[src/rtl/meas_pkg.sv]
// meas_pkg: shared types and constants for the measurement sequencer.
//   PW / MW          widths of cnt_point / POINTS and cnt_measure / MEASURES
//   TAIL_CYCLES_DEF  default guard-tail length after the sample window
//   MAX_POINTS_DEF   largest POINTS accepted with the default tail
//   state_e          sequencer FSM states
package meas_pkg;

    localparam int unsigned PW              = 11;
    localparam int unsigned MW              = 17;
    localparam int unsigned TAIL_CYCLES_DEF = 50;

    // Largest value the point counter can hold.
    localparam int unsigned CNT_POINT_MAX   = (1 << PW) - 1;
    localparam int unsigned MAX_POINTS_DEF  = CNT_POINT_MAX - TAIL_CYCLES_DEF;

    typedef enum logic [2:0] {
        StIdle,
        StArm,
        StAcq,
        StTail,
        StDone
    } state_e;

    // POINTS limit for a given tail so that POINTS+tail-1 never wraps cnt_point.
    function automatic logic [PW-1:0] max_points(input int unsigned tail);
        return PW'(CNT_POINT_MAX - tail);
    endfunction

endpackage

[src/rtl/measure_sequencer_if.sv]
// measure_sequencer_if: control/counter bundle between the trigger front end
// (master) and the measurement sequencer (slave).
//   start, abort, trig       run control and laser sync (master -> slave)
//   POINTS, MEASURES         run configuration (master -> slave)
//   cnt_point, cnt_measure   measurement counters (slave -> master)
//   acq_en, busy, done       run status (slave -> master)
//   cfg_err, overrun, chan   error flags and tracked switch channel
interface measure_sequencer_if;
    import meas_pkg::*;

    logic          start;
    logic          abort;
    logic          trig;
    logic [PW-1:0] POINTS;
    logic [MW-1:0] MEASURES;
    logic [PW-1:0] cnt_point;
    logic [MW-1:0] cnt_measure;
    logic          acq_en;
    logic          busy;
    logic          done;
    logic          cfg_err;
    logic          overrun;
    logic          chan;

    modport master (
        output start, abort, trig, POINTS, MEASURES,
        input  cnt_point, cnt_measure, acq_en, busy, done, cfg_err, overrun, chan
    );

    modport slave (
        input  start, abort, trig, POINTS, MEASURES,
        output cnt_point, cnt_measure, acq_en, busy, done, cfg_err, overrun, chan
    );

endinterface

[src/rtl/shot_counter.sv]
// shot_counter: per-shot point counter with sample-window and guard-tail compares.
//   clk, rst_n   clock, asynchronous active-low reset
//   clr          synchronous clear to 0 (wins over inc)
//   inc          advance the counter by one
//   points       latched samples-per-shot
//   cnt_point    current point count
//   window_end   cnt_point == points-1 (last sample of the window)
//   tail_end     cnt_point == points+TAIL_CYCLES-1 (last guard cycle)
module shot_counter
    import meas_pkg::*;
#(
    parameter int unsigned TAIL_CYCLES = TAIL_CYCLES_DEF
) (
    input  logic          clk,
    input  logic          rst_n,
    input  logic          clr,
    input  logic          inc,
    input  logic [PW-1:0] points,
    output logic [PW-1:0] cnt_point,
    output logic          window_end,
    output logic          tail_end
);

    localparam logic [PW-1:0] TailM1 = PW'(TAIL_CYCLES - 1);

    logic [PW-1:0] cnt_q, cnt_d;

    always_comb begin
        cnt_d = cnt_q;
        if (clr) begin
            cnt_d = '0;
        end else if (inc) begin
            cnt_d = cnt_q + PW'(1);
        end
    end

    always_ff @(posedge clk or negedge rst_n) begin
        if (!rst_n) begin
            cnt_q <= '0;
        end else begin
            cnt_q <= cnt_d;
        end
    end

    // points is at least 1 during a run, and POINTS+TAIL_CYCLES-1 fits in PW bits.
    assign window_end = (cnt_q == points - PW'(1));
    assign tail_end   = (cnt_q == points + TailM1);
    assign cnt_point  = cnt_q;

endmodule

[src/rtl/measure_sequencer.sv]
// measure_sequencer: acquisition sequencer driving the point/shot counters for
// the Stokes/anti-Stokes switch controller and accumulators. Each laser trig
// in ARM starts one shot: POINTS sample cycles (acq_en=1) then TAIL_CYCLES
// guard cycles; after MEASURES shots done pulses for one cycle.
//   clk, rst_n   clock, asynchronous active-low reset
//   bus          measure_sequencer_if.slave: start/abort/trig, POINTS/MEASURES,
//                cnt_point/cnt_measure, acq_en/busy/done, cfg_err/overrun/chan
// Build option: define SWITCH_TRACK_EN to track the switch channel on chan;
// otherwise chan is tied to 0.
module measure_sequencer
    import meas_pkg::*;
#(
    parameter int unsigned TAIL_CYCLES = TAIL_CYCLES_DEF
) (
    input logic                clk,
    input logic                rst_n,
    measure_sequencer_if.slave bus
);

    localparam logic [PW-1:0] MaxPoints = max_points(TAIL_CYCLES);

    state_e        state_q;
    logic [PW-1:0] points_q;
    logic [MW-1:0] measures_q;
    logic [MW-1:0] cnt_measure_q;
    logic          acq_en_q;
    logic          busy_q;
    logic          done_q;
    logic          cfg_err_q;
    logic          overrun_q;
    logic          chan_q;

    logic [PW-1:0] cnt_point;
    logic          window_end;
    logic          tail_end;
    logic          cfg_bad;
    logic          last_shot;
    logic          in_shot;
    logic          abort_run;
    logic          cnt_clr;
    logic          cnt_inc;

    assign cfg_bad   = (bus.POINTS == '0) || (bus.MEASURES == '0) || (bus.POINTS > MaxPoints);
    assign last_shot = (cnt_measure_q == measures_q - MW'(1));
    assign in_shot   = (state_q == StAcq) || (state_q == StTail);
    assign abort_run = bus.abort && (state_q != StIdle);

    // Counter is zero on every entry to ARM/IDLE, so only the tail end and
    // abort need an explicit clear.
    assign cnt_clr = abort_run || ((state_q == StTail) && tail_end);
    assign cnt_inc = in_shot;

    shot_counter #(
        .TAIL_CYCLES (TAIL_CYCLES)
    ) u_shot_counter (
        .clk        (clk),
        .rst_n      (rst_n),
        .clr        (cnt_clr),
        .inc        (cnt_inc),
        .points     (points_q),
        .cnt_point  (cnt_point),
        .window_end (window_end),
        .tail_end   (tail_end)
    );

    always_ff @(posedge clk or negedge rst_n) begin
        if (!rst_n) begin
            state_q       <= StIdle;
            points_q      <= '0;
            measures_q    <= '0;
            cnt_measure_q <= '0;
            acq_en_q      <= 1'b0;
            busy_q        <= 1'b0;
            done_q        <= 1'b0;
            cfg_err_q     <= 1'b0;
            overrun_q     <= 1'b0;
        end else begin
            done_q    <= 1'b0;
            cfg_err_q <= 1'b0;
            if (abort_run) begin
                // Abort beats trig, tail end and DONE; overrun is kept.
                state_q       <= StIdle;
                cnt_measure_q <= '0;
                acq_en_q      <= 1'b0;
                busy_q        <= 1'b0;
            end else begin
                case (state_q)
                    StIdle: begin
                        if (bus.start) begin
                            if (cfg_bad) begin
                                cfg_err_q <= 1'b1;
                            end else begin
                                state_q       <= StArm;
                                busy_q        <= 1'b1;
                                overrun_q     <= 1'b0;
                                cnt_measure_q <= '0;
                                points_q      <= bus.POINTS;
                                measures_q    <= bus.MEASURES;
                            end
                        end
                    end
                    StArm: begin
                        if (bus.trig) begin
                            state_q  <= StAcq;
                            acq_en_q <= 1'b1;
                        end
                    end
                    StAcq: begin
                        if (bus.trig) begin
                            overrun_q <= 1'b1;
                        end
                        if (window_end) begin
                            state_q  <= StTail;
                            acq_en_q <= 1'b0;
                        end
                    end
                    StTail: begin
                        if (bus.trig) begin
                            overrun_q <= 1'b1;
                        end
                        if (tail_end) begin
                            if (last_shot) begin
                                state_q       <= StDone;
                                done_q        <= 1'b1;
                                busy_q        <= 1'b0;
                                cnt_measure_q <= '0;
                            end else begin
                                state_q       <= StArm;
                                cnt_measure_q <= cnt_measure_q + MW'(1);
                            end
                        end
                    end
                    StDone: begin
                        state_q <= StIdle;
                    end
                    default: begin
                        state_q <= StIdle;
                    end
                endcase
            end
        end
    end

`ifdef SWITCH_TRACK_EN
    // Mirror the switch controller: it flips once per run at point 2 of the
    // last shot. Only ACQ/TAIL can toggle, so chan is stable in the DONE cycle
    // and done is seen alongside the completed run's channel.
    always_ff @(posedge clk or negedge rst_n) begin
        if (!rst_n) begin
            chan_q <= 1'b0;
        end else if (!abort_run && in_shot && last_shot && (cnt_point == PW'(2))) begin
            chan_q <= ~chan_q;
        end
    end
`else
    assign chan_q = 1'b0;
`endif

    assign bus.cnt_point   = cnt_point;
    assign bus.cnt_measure = cnt_measure_q;
    assign bus.acq_en      = acq_en_q;
    assign bus.busy        = busy_q;
    assign bus.done        = done_q;
    assign bus.cfg_err     = cfg_err_q;
    assign bus.overrun     = overrun_q;
    assign bus.chan        = chan_q;

endmodule

[src/flat_wrapper.sv]
// flat-port wrapper written by rule: the top's interface ports become plain ports
module measure_sequencer_flat import meas_pkg::*;
#(
    parameter int unsigned TAIL_CYCLES = TAIL_CYCLES_DEF
)
  (clk, rst_n, bus_start, bus_abort, bus_trig, bus_POINTS, bus_MEASURES, bus_cnt_point, bus_cnt_measure, bus_acq_en, bus_busy, bus_done, bus_cfg_err, bus_overrun, bus_chan);
  measure_sequencer_if bus_i ();
  input logic clk;
  input logic rst_n;
  input wire logic [$bits(bus_i.start)-1:0] bus_start;
  input wire logic [$bits(bus_i.abort)-1:0] bus_abort;
  input wire logic [$bits(bus_i.trig)-1:0] bus_trig;
  input wire logic [$bits(bus_i.POINTS)-1:0] bus_POINTS;
  input wire logic [$bits(bus_i.MEASURES)-1:0] bus_MEASURES;
  output wire logic [$bits(bus_i.cnt_point)-1:0] bus_cnt_point;
  output wire logic [$bits(bus_i.cnt_measure)-1:0] bus_cnt_measure;
  output wire logic [$bits(bus_i.acq_en)-1:0] bus_acq_en;
  output wire logic [$bits(bus_i.busy)-1:0] bus_busy;
  output wire logic [$bits(bus_i.done)-1:0] bus_done;
  output wire logic [$bits(bus_i.cfg_err)-1:0] bus_cfg_err;
  output wire logic [$bits(bus_i.overrun)-1:0] bus_overrun;
  output wire logic [$bits(bus_i.chan)-1:0] bus_chan;
  assign bus_i.start = bus_start;
  assign bus_i.abort = bus_abort;
  assign bus_i.trig = bus_trig;
  assign bus_i.POINTS = bus_POINTS;
  assign bus_i.MEASURES = bus_MEASURES;
  assign bus_cnt_point = bus_i.cnt_point;
  assign bus_cnt_measure = bus_i.cnt_measure;
  assign bus_acq_en = bus_i.acq_en;
  assign bus_busy = bus_i.busy;
  assign bus_done = bus_i.done;
  assign bus_cfg_err = bus_i.cfg_err;
  assign bus_overrun = bus_i.overrun;
  assign bus_chan = bus_i.chan;
  measure_sequencer #(.TAIL_CYCLES(TAIL_CYCLES)) u_core (.clk(clk), .rst_n(rst_n), .bus(bus_i));
endmodule
[config.mk]
export PLATFORM = sky130hd
export DESIGN_NAME = measure_sequencer_flat
export DESIGN_NICKNAME = d
export VERILOG_FILES = /design/src/rtl/meas_pkg.sv /design/src/rtl/measure_sequencer_if.sv /design/src/rtl/shot_counter.sv /design/src/rtl/measure_sequencer.sv /design/src/flat_wrapper.sv
export SDC_FILE = /design/constraint.sdc
export NUM_CORES = 1
export LEC_CHECK = 0
export CAP_MARGIN = 5
export CORE_UTILIZATION = 33
export DETAILED_ROUTE_END_ITERATION = 12
export GPL_TIMING_DRIVEN = 0
export HOLD_SLACK_MARGIN = 0.15
export PLACE_DENSITY_LB_ADDON = 0.05
export SYNTH_ARGS = -nofsm -noshare
export SYNTH_HDL_FRONTEND = slang
export SYNTH_SLANG_ARGS = --single-unit
[constraint.sdc]
create_clock -name clk -period 3.5 [get_ports clk]
set_input_delay 0.525 -clock clk [delete_from_list [all_inputs] [get_ports clk]]
set_output_delay 0.525 -clock clk [all_outputs]
set_load 0.1 [all_outputs]
# After elaboration in Yosys (flattened, before gate mapping)
# Index checks and enable logic that the tools add are counted.
[totals] reg_bits=64 in_bits=33
[classes] bitwise=2 n_addsub=5 n_eq_ne=15 order_cmp=1 muxes=37 n_reduce_logical=21
[ops] op="17-bit 2-to-1 mux" n=5
[ops] op="17-bit one-hot mux with 2 select lines" n=1
[ops] op="11-bit == test" n=2
[ops] op="11-bit 2-to-1 mux" n=2
[ops] op="3-bit 2-to-1 mux" n=7
[ops] op="1-bit 2-to-1 mux" n=18
[ops] op="17-bit by 1-bit adder with 17-bit output (second input constant)" n=1
[ops] op="17-bit == test" n=1
[ops] op="17-bit logical NOT" n=1
[ops] op="17-bit by 1-bit subtractor with 17-bit output (second input constant)" n=1
[ops] op="5-bit AND reduction" n=3
[ops] op="3-bit one-hot mux with 4 select lines" n=1
[ops] op="11-bit by 1-bit adder with 11-bit output (second input constant)" n=1
[ops] op="11-bit by 6-bit adder with 11-bit output (second input constant)" n=1
[ops] op="11-bit greater-than comparator (second input constant)" n=1
[ops] op="11-bit logical NOT" n=1
[ops] op="11-bit by 1-bit subtractor with 11-bit output (second input constant)" n=1
[ops] op="3-bit by 2-bit != test with 1-bit output (second input constant)" n=3
[ops] op="3-bit nonzero test" n=3
[ops] op="4-bit AND reduction" n=2
[ops] op="3-bit by 2-bit == test with 1-bit output (second input constant)" n=2
[ops] op="3-bit by 1-bit != test with 1-bit output (second input constant)" n=2
[ops] op="1-bit one-hot mux with 2 select lines" n=3
[ops] op="1-bit logical OR" n=4
[ops] op="10 further kinds" n=14

# Longest topological paths before layout
[logic_depth] word_depth=7 ltp_mapped=12

# Hierarchy
# From an unflattened synthesis, not the netlist that was laid out.
[hier_totals] cells_unflattened=518 hier_area_um2=4505.6
[by_module_without_submodules] module="measure_sequencer" cells_per_inst=355 area_each_um2=3231.8 n_inst=1 seq_area_each_um2=1326.3
[by_module_without_submodules] module="shot_counter" cells_per_inst=163 area_each_um2=1273.7 n_inst=1 seq_area_each_um2=275.3

# Least setup slack after synthesis
# Ideal clock, no wire load.
[synth_path] path_kind="reg2reg" from="register u_core.cnt_measure_q[5] (netlist: u_core.bus.cnt_measure[5])" to="register u_core.cnt_measure_q[0] (netlist: u_core.bus.cnt_measure[0])" path_buffers=2 arrival_ns=3.174 path_stages_with_launch=11 synth_period_minus_slack_ns=3.299 required_time_ns=3.375 path_slack_ns=0.201 path_cell_list="dfrtp_1 clkbuf_1 xnor2_1 or4_1 a21o_1 o2bb2ai_1 or4_4 nand2_4 nor2_1 buf_2 mux2_2"
[synth_via] elab_chain_cells=5
[synth_rtl] element="start: declaration" line="measure_sequencer.sv:25" text="logic [MW-1:0] cnt_measure_q;"
[synth_rtl] element="start signal: assignment" line="measure_sequencer.sv:129" text="cnt_measure_q <= cnt_measure_q + MW'(1);"
[synth_rtl] element="17-bit == test" line="measure_sequencer.sv:44" text="assign last_shot = (cnt_measure_q == measures_q - MW'(1));"
[synth_rtl] element="17-bit 2-to-1 mux" line="measure_sequencer.sv:122" text="if (last_shot) begin"
[synth_rtl] element="17-bit 2-to-1 mux" line="measure_sequencer.sv:121" text="if (tail_end) begin"
[synth_rtl] element="17-bit one-hot mux with 2 select lines" line="measure_sequencer.sv:87" text="case (state_q)"
[synth_rtl] element="17-bit 2-to-1 mux" line="measure_sequencer.sv:80" text="if (abort_run) begin"
# No other way between the ends. The select of a mux whose other input is x is not followed.
# A chain may end at the register's enable or synchronous reset.

# Worst setup path in the final report
[layout_path] from="register u_core.points_q[1]" to="register u_core.cnt_measure_q[4] (netlist: u_core.bus.cnt_measure[4])"
[layout_via] elab_chain_cells=4
[layout_rtl] element="start: declaration" line="measure_sequencer.sv:23" text="logic [PW-1:0] points_q;"
[layout_rtl] element="start signal: assignment" line="measure_sequencer.sv:97" text="points_q <= bus.POINTS;"
[layout_rtl] element="11-bit by 6-bit adder with 11-bit output" line="shot_counter.sv:47" text="assign tail_end = (cnt_q == points + TailM1);"
[layout_rtl] element="11-bit == test" line="shot_counter.sv:47"
[layout_rtl] element="3-bit by 1-bit != test with 1-bit output (no line)"
[layout_rtl] element="4-bit AND reduction (no line)"
# No other way between the ends.

==> results_dict.tcl <==
set metrics [dict create \
    h-tree-depth 3 \
    ys.flop_type "dfrtp_1" \
    synth_edf_count 0 \
    max_stage_delay_ns 0.45 \
    synthMuxAreaShare 0.0723 \
    whs_ns 0.305 \
    clockBufferDepth 2 \
    synth_nets 517 \
    cts.clk_slew.worst_paths_ns 0.05 \
    drc 0 \
    crit_arrival_ns 3.61 \
    cts.sinks 64 \
    start_util 0.340 \
    hpwl_mm 9.12 \
    cts-root-buf "clkbuf_16" \
    yosysWarnings 0 \
    wl_mm 12.1 \
    grt_max_degree 65 \
    p_sw_frac 0.436 \
    ys_ff_latch 64 \
    p_clk_frac 0.214 \
    final_cells 731 \
    min_period_over_period 0.953 \
    cp_data_required_time_ns 3.77 \
    worst-path-max-fanout 10 \
    timing.final.ws_setup_ns 0.163 \
    finish.instance_area_sq_mm 0.00552 \
    die-area_sq_mm 0.0135 \
    yosys.area.top_type "dfrtp_1" \
    placed_cell_area_sq_mm 0.00517 \
    power_leakage_nw 2.25 \
    ant_nets 0 \
    fillers 1275 \
    fin_nets 593 \
    total_power_mw 4.12 \
    clock.fmax_ghz 0.300 \
    fin_skew_ns 0.00813 \
    die_x_um 116 \
    numCtsBuffers 9 \
    yosys.area_share.adder 0.0145 \
    power.density_mw_per_mm2 746 \
    maxCapViolCount 0 \
    status "finished, final reports clean" \
    antenna_found_initial 0 \
    synth_top_area_share 0.372 \
    ios 67 \
    dr.pass1.iters 4 \
    antenna_cells 0 \
    gp_congestion 0.874 \
    synth-compound-area-share 0.151 \
    synth_top_family_by_area "simple AND/OR/NAND/NOR gates" \
    combinationalPowerShare 0.494 \
    internal-power_mw 2.32 \
    die_h_um 116 \
    coreArea_sq_mm 0.0127 \
    grt_pass1_vias 3973 \
    report.final.setup_viol 0 \
    hold_path_class "input pin to async pin" \
    end_kind "register" \
    vias_per_cell 5.31 \
    relSlewSlack 0.346 \
    critical_path_class "register to register" \
    slew_viol_final 0 \
    gr-total-overflow 0 \
    seqPwrFrac 0.292 \
    cts_tree "done" \
    dp_worst_setup_slack_ns -0.545 \
    worst_slew_pin_slew_ns 0.978 \
    port_buffers 65 \
    ir_drop_uv 374 \
    drt_iter0_drc 203 \
    async_flop_share 1.00 \
    synth_area_sq_mm 0.00431 \
    finalCriticalPeriod_ns 3.34 \
    hold_viol_final 0 \
    synth.avg_cell_area_sq_um 9.00 \
    setup.worst_path.start_class "register" \
    area_growth_pct 28.1 \
    netlist_top_cells_area "dfrtp_1 37%, mux2_2 6.5%, xnor2_1 5.3%, xor2_1 5.3%, nor2_1 3.7%" \
    vias 3881 \
    synth_simple_gate_area_frac 0.241 \
    grt_pass1_wl_mm 20.1 \
    dp_cells 716 \
    power_switching_mw 1.80 \
    cp_cell_sequence "ha_1, a311oi_4, xnor2_1, nand4b_1, nor4_1, nand3_1, a211o_1, clkbuf_2, nor4b_1, a21o_1" \
    rows 41 \
    syn-instance-count 479 \
    clock_latency_ns 0.33 \
    seq_area_frac_synth 0.372 \
    synth_xor_area_frac 0.106 \
    grt_use_total 0.195 \
    drive_gt1_frac 0.113 \
    routedWlPerCell_um 16.6 \
    worst_path_max_delay_cell "dfrtp_1" \
    synthDistinctLibCells 60 \
    grt_setup_unrepaired "no" \
]
## power groups by stage
stage	Sequential, mW	Combinational (mW)	Clock, mW
after CTS	1.18	2.04	0.902
after detailed placement	1.19	2.02	0
final	1.20	2.03	0.883
after floorplan	1.33	1.34	0
after global routing	1.24	2.24	0.935
after global placement	1.19	2.00	0
## critical path, delay by kind of cell (launching register included)
family                     cells  cell delay [ns]
AOI/OAI and AO/OA              3             0.90
xor gates and xnor gates       1             0.17
adders and majority gates      1             0.34
buffers and inverters          1             0.26
DFF                            1             0.45
and+or+nand+nor                4             1.13
## Yosys cell counts, types with 9 or more instances
cell / n
nor3_1: 14
xor2_1: 26
nand2_1: 32
or4_1: 10
a21oi_1: 13
xnor2_1: 26
a22o_1: 9
nor2_1: 42
nand4_1: 11
dfrtp_1: 64
nor4_1: 15
nand3_1: 15
mux2_2: 25
clkbuf_1: 21
inv_1: 15
o21ai_0: 21
and3_1: 14
## cells by family (layout without fill, tap and decap cells)
| group | count (synthesis) | count (layout) |
|---|---|---|
| buffers and inverters | 44 | 124 |
| flip-flops | 64 | 64 |
| other | 1 | 1 |
| adder cells (fa/ha/maj) | 5 | 5 |
| AO/OA/AOI/OAI | 93 | 93 |
| multiplexers | 28 | 28 |
| XOR/XNOR | 52 | 52 |
| AND/OR/NAND/NOR | 192 | 192 |
## cell type report
class / count / area [sq um] / area share
multi-input combinational: 371 / 2570 / 0.466
sequential: 64 / 1600 / 0.290
timing repair buffer: 66 / 656 / 0.119
clock buffer: 11 / 243 / 0.0440
tap: 172 / 215 / 0.0390
buffer: 28 / 130 / 0.0236
inverter: 15 / 56.3 / 0.0102
clock inverter: 4 / 45.0 / 0.00816
## path summary, 6_finish.rpt
path / cells past startpoint / start / slack (ns) / endpoint
max in group asynchronous: 1 / rst_n / 2.66 / u_core.bus.cnt_measure[6]$_DFFE_PN0P_
min: 1 / rst_n / 0.30 / u_core.points_q[3]$_DFFE_PN0P_
max reg2reg: 10 / u_core.points_q[1]$_DFFE_PN0P_ / 0.16 / u_core.bus.cnt_measure[4]$_DFFE_PN0P_
max: 10 / u_core.points_q[1]$_DFFE_PN0P_ / 0.16 / u_core.bus.cnt_measure[4]$_DFFE_PN0P_
min in group clk: 1 / u_core.bus.busy$_DFFE_PN0P_ / 0.48 / u_core.bus.busy$_DFFE_PN0P_
min reg2reg: 1 / u_core.bus.busy$_DFFE_PN0P_ / 0.48 / u_core.bus.busy$_DFFE_PN0P_
## layer usage
metal / vias up / GRT usage / wire length [um]
met5: - / 0 / 0
met2: 85 / 0.328 / 5920
met1: 1877 / 0.242 / 5530
met3: 15 / 0.0379 / 380
met4: 0 / 0.0829 / 293
li1: 1904 / - / -
## stage by stage
stage | TNS, ns | utilization
after floorplan | 0 | -
after global placement | -41.17 | 0.408
after detailed placement | -11.18 | 0.408
after CTS | 0 | 0.432
after global routing | 0 | 0.436
final | 0 | 0.436
## cells in the final DEF (no fill, tap or decap), types with 13 or more instances in the layout
cell type	netlist	routed
and3_1	14	14
clkbuf_1	21	18
clkdlybuf4s50_1	0	64
dfrtp_1	64	64
inv_1	15	15
mux2_2	25	25
nand2_1	32	32
nand3_1	15	15
nor2_1	42	42
nor3_1	14	13
o21ai_0	21	21
xnor2_1	26	26
xor2_1	26	26
## state kept, by name, summed over array words and instances (netlist names)
register and count:
u_core.bus.cnt_measure 17, u_core.bus.cfg_err 1, u_core.state_q 3, u_core.bus.busy 1, u_core.bus.done 1, u_core.measures_q 17
u_core.bus.acq_en 1, u_core.bus.overrun 1, u_core.points_q 11, u_core.u_shot_counter.cnt_point 11
## timing repair
item | in CTS | in global routing
setup endpoints to repair | 17 | 13
hold buffers | 0 | 0
endpoints found under the hold margin | 0 | 0
pin swaps | 0 | 1
gates resized for setup | 5 | 9
buffers inserted | 0 | 1
(Power assumes the default switching activity.)
